## src/rtl/jb_clk_pkg.sv

```systemverilog
// Shared types and helpers for the bus clock generator.
package jb_clk_pkg;

  typedef enum logic [1:0] {
    POR    = 2'd0,
    LOW    = 2'd1,
    HIGH   = 2'd2,
    HIGH_S = 2'd3
  } clk_state_t;

  // ceil(log2(n)), but never narrower than one bit
  function automatic int clog2_min1(input int n);
    int r;
    r = 0;
    for (int i = 0; i < 31; i++) begin
      if ((1 << i) < n) r = i + 1;
    end
    return (r < 1) ? 1 : r;
  endfunction

endpackage

```

## src/rtl/jb_win_match.sv

```systemverilog
// Parallel address-window compare with lowest-index priority.
module jb_win_match
  import jb_clk_pkg::*;
#(
  parameter int NUM_WIN   = 2,
  parameter int ADDR_W    = 16,
  parameter int WAIT_BITS = 3,
  localparam int IDX_W    = clog2_min1(NUM_WIN)
) (
  input  logic [ADDR_W-1:0]           adr,
  input  logic [NUM_WIN*ADDR_W-1:0]    win_base,
  input  logic [NUM_WIN*ADDR_W-1:0]    win_mask,
  input  logic [NUM_WIN*WAIT_BITS-1:0] win_wait,
  input  logic [NUM_WIN-1:0]           win_en,
  output logic                         hit,
  output logic [IDX_W-1:0]             idx
);

  logic [NUM_WIN-1:0] win_hit;

  // A window with a zero wait count can never stretch, so it never hits
  for (genvar gi = 0; gi < NUM_WIN; gi++) begin : g_cmp
    assign win_hit[gi] = win_en[gi]
                      && (win_wait[gi*WAIT_BITS +: WAIT_BITS] != '0)
                      && (((adr ^ win_base[gi*ADDR_W +: ADDR_W])
                           & win_mask[gi*ADDR_W +: ADDR_W]) == '0);
  end

  always_comb begin
    hit = 1'b0;
    idx = '0;
    for (int i = NUM_WIN - 1; i >= 0; i--) begin
      if (win_hit[i]) begin
        hit = 1'b1;
        idx = IDX_W'(i);
      end
    end
  end

endmodule

```

## src/rtl/jb_bus_clkgen.sv

```systemverilog
// CPU phase clock / peripheral clock generator with power-on hold-off
// and per-window wait-state stretching of the high phase.
module jb_bus_clkgen
  import jb_clk_pkg::*;
#(
  parameter int DIV       = 1,
  parameter int POR_BITS  = 16,
  parameter int NUM_WIN   = 2,
  parameter int ADDR_W    = 16,
  parameter int WAIT_BITS = 3,
  localparam int IDX_W    = clog2_min1(NUM_WIN)
) (
  input  logic                         clk,
  input  logic                         rst,
  input  logic [ADDR_W-1:0]            adr,
  input  logic [NUM_WIN*ADDR_W-1:0]    win_base,
  input  logic [NUM_WIN*ADDR_W-1:0]    win_mask,
  input  logic [NUM_WIN*WAIT_BITS-1:0] win_wait,
  input  logic [NUM_WIN-1:0]           win_en,
  output logic                         sys_clk,
  output logic                         via_clk,
  output logic                         run,
  output logic                         stretching,
  output logic [IDX_W-1:0]             stretch_win
);

  localparam int PH_W = clog2_min1(DIV);
  localparam logic [PH_W-1:0] PH_LAST = PH_W'(DIV - 1);

  clk_state_t           state_reg, state_next;
  logic [POR_BITS-1:0]  por_cnt_reg, por_cnt_next;
  logic [PH_W-1:0]      phase_reg, phase_next;
  logic [WAIT_BITS-1:0] wait_cnt_reg, wait_cnt_next;
  logic                 sys_clk_reg, sys_clk_next;
  logic                 via_clk_reg, via_clk_next;
  logic                 run_reg, run_next;
  logic                 stretching_reg, stretching_next;
  logic [IDX_W-1:0]     stretch_win_reg, stretch_win_next;

  logic                 tc;
  logic                 hit;
  logic [IDX_W-1:0]     hit_idx;

  jb_win_match #(
    .NUM_WIN  (NUM_WIN),
    .ADDR_W   (ADDR_W),
    .WAIT_BITS(WAIT_BITS)
  ) u_match (
    .adr     (adr),
    .win_base(win_base),
    .win_mask(win_mask),
    .win_wait(win_wait),
    .win_en  (win_en),
    .hit     (hit),
    .idx     (hit_idx)
  );

  assign tc = run_reg && (phase_reg == PH_LAST);

  always_ff @(posedge clk) begin
    if (rst) begin
      state_reg       <= POR;
      por_cnt_reg     <= '0;
      phase_reg       <= '0;
      wait_cnt_reg    <= '0;
      sys_clk_reg     <= 1'b0;
      via_clk_reg     <= 1'b0;
      run_reg         <= 1'b0;
      stretching_reg  <= 1'b0;
      stretch_win_reg <= '0;
    end else begin
      state_reg       <= state_next;
      por_cnt_reg     <= por_cnt_next;
      phase_reg       <= phase_next;
      wait_cnt_reg    <= wait_cnt_next;
      sys_clk_reg     <= sys_clk_next;
      via_clk_reg     <= via_clk_next;
      run_reg         <= run_next;
      stretching_reg  <= stretching_next;
      stretch_win_reg <= stretch_win_next;
    end
  end

  always_comb begin
    state_next       = state_reg;
    por_cnt_next     = por_cnt_reg;
    phase_next       = phase_reg;
    wait_cnt_next    = wait_cnt_reg;
    sys_clk_next     = sys_clk_reg;
    via_clk_next     = via_clk_reg;
    run_next         = run_reg;
    stretching_next  = stretching_reg;
    stretch_win_next = stretch_win_reg;

    if (run_reg) phase_next = tc ? '0 : phase_reg + 1'b1;
    if (tc) via_clk_next = ~via_clk_reg;

    case (state_reg)
      POR: begin
        por_cnt_next = por_cnt_reg + 1'b1;
        if (&por_cnt_reg) begin
          run_next   = 1'b1;
          state_next = LOW;
        end
      end
      LOW: begin
        // Window inputs are only looked at on the rising edge of sys_clk
        if (tc) begin
          sys_clk_next = 1'b1;
          if (hit) begin
            wait_cnt_next    = win_wait[int'(hit_idx)*WAIT_BITS +: WAIT_BITS];
            stretch_win_next = hit_idx;
            stretching_next  = 1'b1;
            state_next       = HIGH_S;
          end else begin
            state_next = HIGH;
          end
        end
      end
      HIGH: begin
        if (tc) begin
          sys_clk_next = 1'b0;
          state_next   = LOW;
        end
      end
      HIGH_S: begin
        if (tc) begin
          wait_cnt_next = wait_cnt_reg - 1'b1;
          if (wait_cnt_reg == WAIT_BITS'(1)) begin
            stretching_next = 1'b0;
            state_next      = HIGH;
          end
        end
      end
      default: state_next = POR;
    endcase
  end

  assign sys_clk     = sys_clk_reg;
  assign via_clk     = via_clk_reg;
  assign run         = run_reg;
  assign stretching  = stretching_reg;
  assign stretch_win = stretch_win_reg;

endmodule

```

## config.mk

```make
export PLATFORM = sky130hd
export DESIGN_NAME = jb_bus_clkgen
export DESIGN_NICKNAME = d
export VERILOG_FILES = /design/src/rtl/jb_clk_pkg.sv /design/src/rtl/jb_win_match.sv /design/src/rtl/jb_bus_clkgen.sv
export SDC_FILE = /design/constraint.sdc
export NUM_CORES = 1
export LEC_CHECK = 0
export CORE_UTILIZATION = 35
export CTS_CLUSTER_SIZE = 30
export DETAILED_ROUTE_END_ITERATION = 6
export GPL_TIMING_DRIVEN = 0
export PLACE_DENSITY = 0.88
export SETUP_SLACK_MARGIN = 0.02
export SYNTH_ARGS = -nofsm -noshare
export SYNTH_HDL_FRONTEND = slang
export SYNTH_SLANG_ARGS = --single-unit
```

## constraint.sdc

```tcl
create_clock -name clk -period 1.6 [get_ports clk]
set_input_delay 0.16 -clock clk [delete_from_list [all_inputs] [get_ports clk]]
set_output_delay 0.16 -clock clk [all_outputs]
set_load 0.1 [all_outputs]
```

==> impl_results.md <==
- Hold Crit Class: in -> reg
- Largest family of logic cells by synthesized area: XOR/XNOR gates
- Post-route minimum period: 1666 ps
- CTS tree: yes
- Post-DP Area: 0.002743 mm^2
- Mean Syn Cell Area: 8.403 um^2
- Post-Syn Area: 0.001714 mm^2
- CTS Hold Bufs: 0
- Area Growth Syn to Fin: 71.09%
- Detailed Route WL: 5.928 mm
- Crit path largest cell delay: 410 ps
- Layout Nets: 408
- Max FO, Critical Path: 2
- Ys async rst share: 0%
- Final Max Tran Viols: 0
- Aggregate global-route resource usage: 21.64%
- Die Ht: 71.98 um
- Final setup fails: 3
- Die Area: 0.005181 mm^2
- RePlAce Congestion: 0.8306
- Failing checks: negative setup slack
- Final Skew: 8.069 ps
- M2 GR Usage: 39.62%
- Gr ovfl total: 0
- CTS Sinks: 27
- First-pass GRT wire length: 8.721 mm
- Core Region: 0.004723 mm^2
- Number of iterations in the first detailed-routing pass: 4
- Final Cell Area: 0.002933 mm^2
- Initial Util: 36.29%
- CTS Buf Count: 3
- Max Cap Viol: 0
- Distinct cells, synth: 37
- Worst path cell trace: clkdlybuf4s15_1 -> o31ai_2 -> a21oi_2 -> nand3_2 -> or3_4 -> and2_4 -> o311a_1 -> o221a_1
- Clk buf depth: 2
- Fraction of layout cells with a size suffix above 1: 35.99%
- Post-synthesis sequential area ratio: 31.53%
- Io pins: 95
- Mapped Cells: 204
- Largest register FFs: 16
- Post-synthesis simple-gate area fraction: 19.85%
- GR Util met3: 2.500%
- Adder-Cell Fraction of Synth Area: 2.190%
- DR vias/cell: 5.113
- Root buffer cell: clkbuf_8
- Status: finished with violations
- Synth warn: 0
- ANT nets after route: 0
- Post-synth EDFFs: 0
- Drt initial violations: 107
- Synth Area in Compound Gates: 20.36%
- Clock-pin slew on the worst setup and hold paths: 90 ps
- Synthesized flop and latch total: 27
- Wire per inst: 15.56 um
- Max VDD drop: 280.5 uV
- Largest net degree at the start of global routing: 17
- DRC errors left: 0
- RSZ-0062 raised after global routing: true
- IO Port Bufs: 93
- Setup_tns: -143.6 ps
- Crit-path slowest cell: or3_4
- Vias in the first global route: 1902
- Endpoints failing hold: 0
- Dpl ws: -782.8 ps
- Startpoint class of the critical path: input pin
- Gr busiest metal: met2
- Worst Path Required: 1770 ps
- Initial antenna violation count: 0
- Mux cell area share after synthesis: 0%
- Syn nets: 297
- Period Utilization, post-route: 104.1%
- Critical path capture point type: flip-flop
- Dpl hpwl: 4.458 mm
- Pwr per Cell Area: 515.8 mW/mm^2
- Clk_lat worst skew: 270 ps
- WHS: 166.9 ps
- Met1 usage: 26.12%
- DIE WIDTH: 71.98 um
- Ys flop type: dfxtp_1
- Row count: 25
- Xor/xnor cell area share of the yosys netlist: 23.50%
- Htree depth: 1
- Least-Margin Pin Slew: 549.7 ps
- Antenna cells: 0
- Leak Pwr: 1.208 nW
- Via Count: 1948
- Rel. slew slack: 63.52%
- Fmax: 600.2 MHz
- Worst Setup Path Type: in -> reg
- Data arrival, critical path: 1830 ps
- Final WS setup: -65.98 ps
power by group:
part | internal, mW | switching [mW]
clock network | 0.177 | 0.213
logic | 0.226 | 0.204
registers | 0.681 | 0.0124
layer usage:
metal	part of all wire, %	vias up
met1	42	924
li1	-	947
met5	0	-
met4	2.3	0
met2	52	63
met3	3.8	14
synthesized netlist by cell type (2+ instances only):
cell type / count / area (um^2)
xnor2_1: 4 / 35.03
and2_1: 2 / 12.51
dfxtp_1: 27 / 540.5
buf_2: 2 / 10.01
o31ai_1: 3 / 22.52
a21boi_0: 2 / 15.01
nor3_1: 2 / 10.01
a22oi_1: 13 / 97.59
nand3_1: 10 / 50.05
and3_1: 2 / 12.51
nor2_1: 21 / 78.83
clkbuf_1: 3 / 11.26
o21ai_0: 8 / 40.04
a211oi_1: 2 / 15.01
ha_1: 3 / 37.54
nand2_1: 12 / 45.04
nand4_1: 8 / 50.05
nand2b_1: 2 / 12.51
or3_1: 3 / 18.77
inv_1: 6 / 22.52
a21oi_1: 11 / 55.05
xor2_1: 42 / 367.9
and4_1: 2 / 17.52
path summary, 6_finish.rpt:
kind | to | depth (start not counted) | from | slack (ps)
hold / removal | state_reg[0] | 2 | rst | 170
setup reg to reg | state_reg[0] | 6 | por_cnt_reg[3] | 90
setup / recovery | wait_cnt_reg[2] | 8 | win_wait[0] | -70
hold reg to reg | por_cnt_reg[5] | 2 | por_cnt_reg[5] | 490
cells in the final DEF, fill, tap and decap left out, drive strengths merged, types with 4 or more instances in the layout:
cell,count
buf,46
xor2,42
dlygate4sd2,29
dfxtp,27
nor2,22
clkbuf,19
clkdlybuf4s15,14
a22oi,13
nand2,12
a21oi,11
nand3,10
o21ai,9
nand4,8
inv,6
xnor2,4
dlymetal6s2s,4
or3,4
repair_timing:
item,4_1_cts,5_1_grt
setup endpoints to repair,19,10
pin swaps,51,42
gates resized for setup,218,62
buffers inserted,8,6
cloned,0,0
endpoints found under the hold margin,0,0
worst max-delay path: cells and delay by family:
kind,cells,cell delay (ps)
AOI/OAI and AO/OA,4,780
buffers and inverters,1,240
and+or+nand+nor,3,670
cells by family (layout without fill, tap and decap cells):
family,Yosys count,after routing
and+or+nand+nor,68,68
AOI/OAI and AO/OA,49,49
adders and majority gates,3,3
DFF,27,27
buffers and inverters,11,121
xor gates and xnor gates,46,46
area by class of cell:
type                       count  area, um^2
multi-input combinational    166        1326
fill                         393        1790
inverter                       6       22.52
tap                           67       83.83
timing repair buffer         107       879.6
clock buffer                   3       41.29
sequential                    27       554.3
buffer                         4       17.52
clock inverter                 1       7.507
metrics by stage:
step / util, % / std cells / total power, mW
after global routing: 62.09 / 381 / 1.576
after CTS: 59.60 / 375 / 1.503
final: 62.09 / 381 / 1.513
after detailed placement: 58.07 / 364 / 1.153
after global placement: 58.07 / 364 / 1.145
after floorplan: - / 204 / 0.8720
Power figures use the tool's default switching activity.
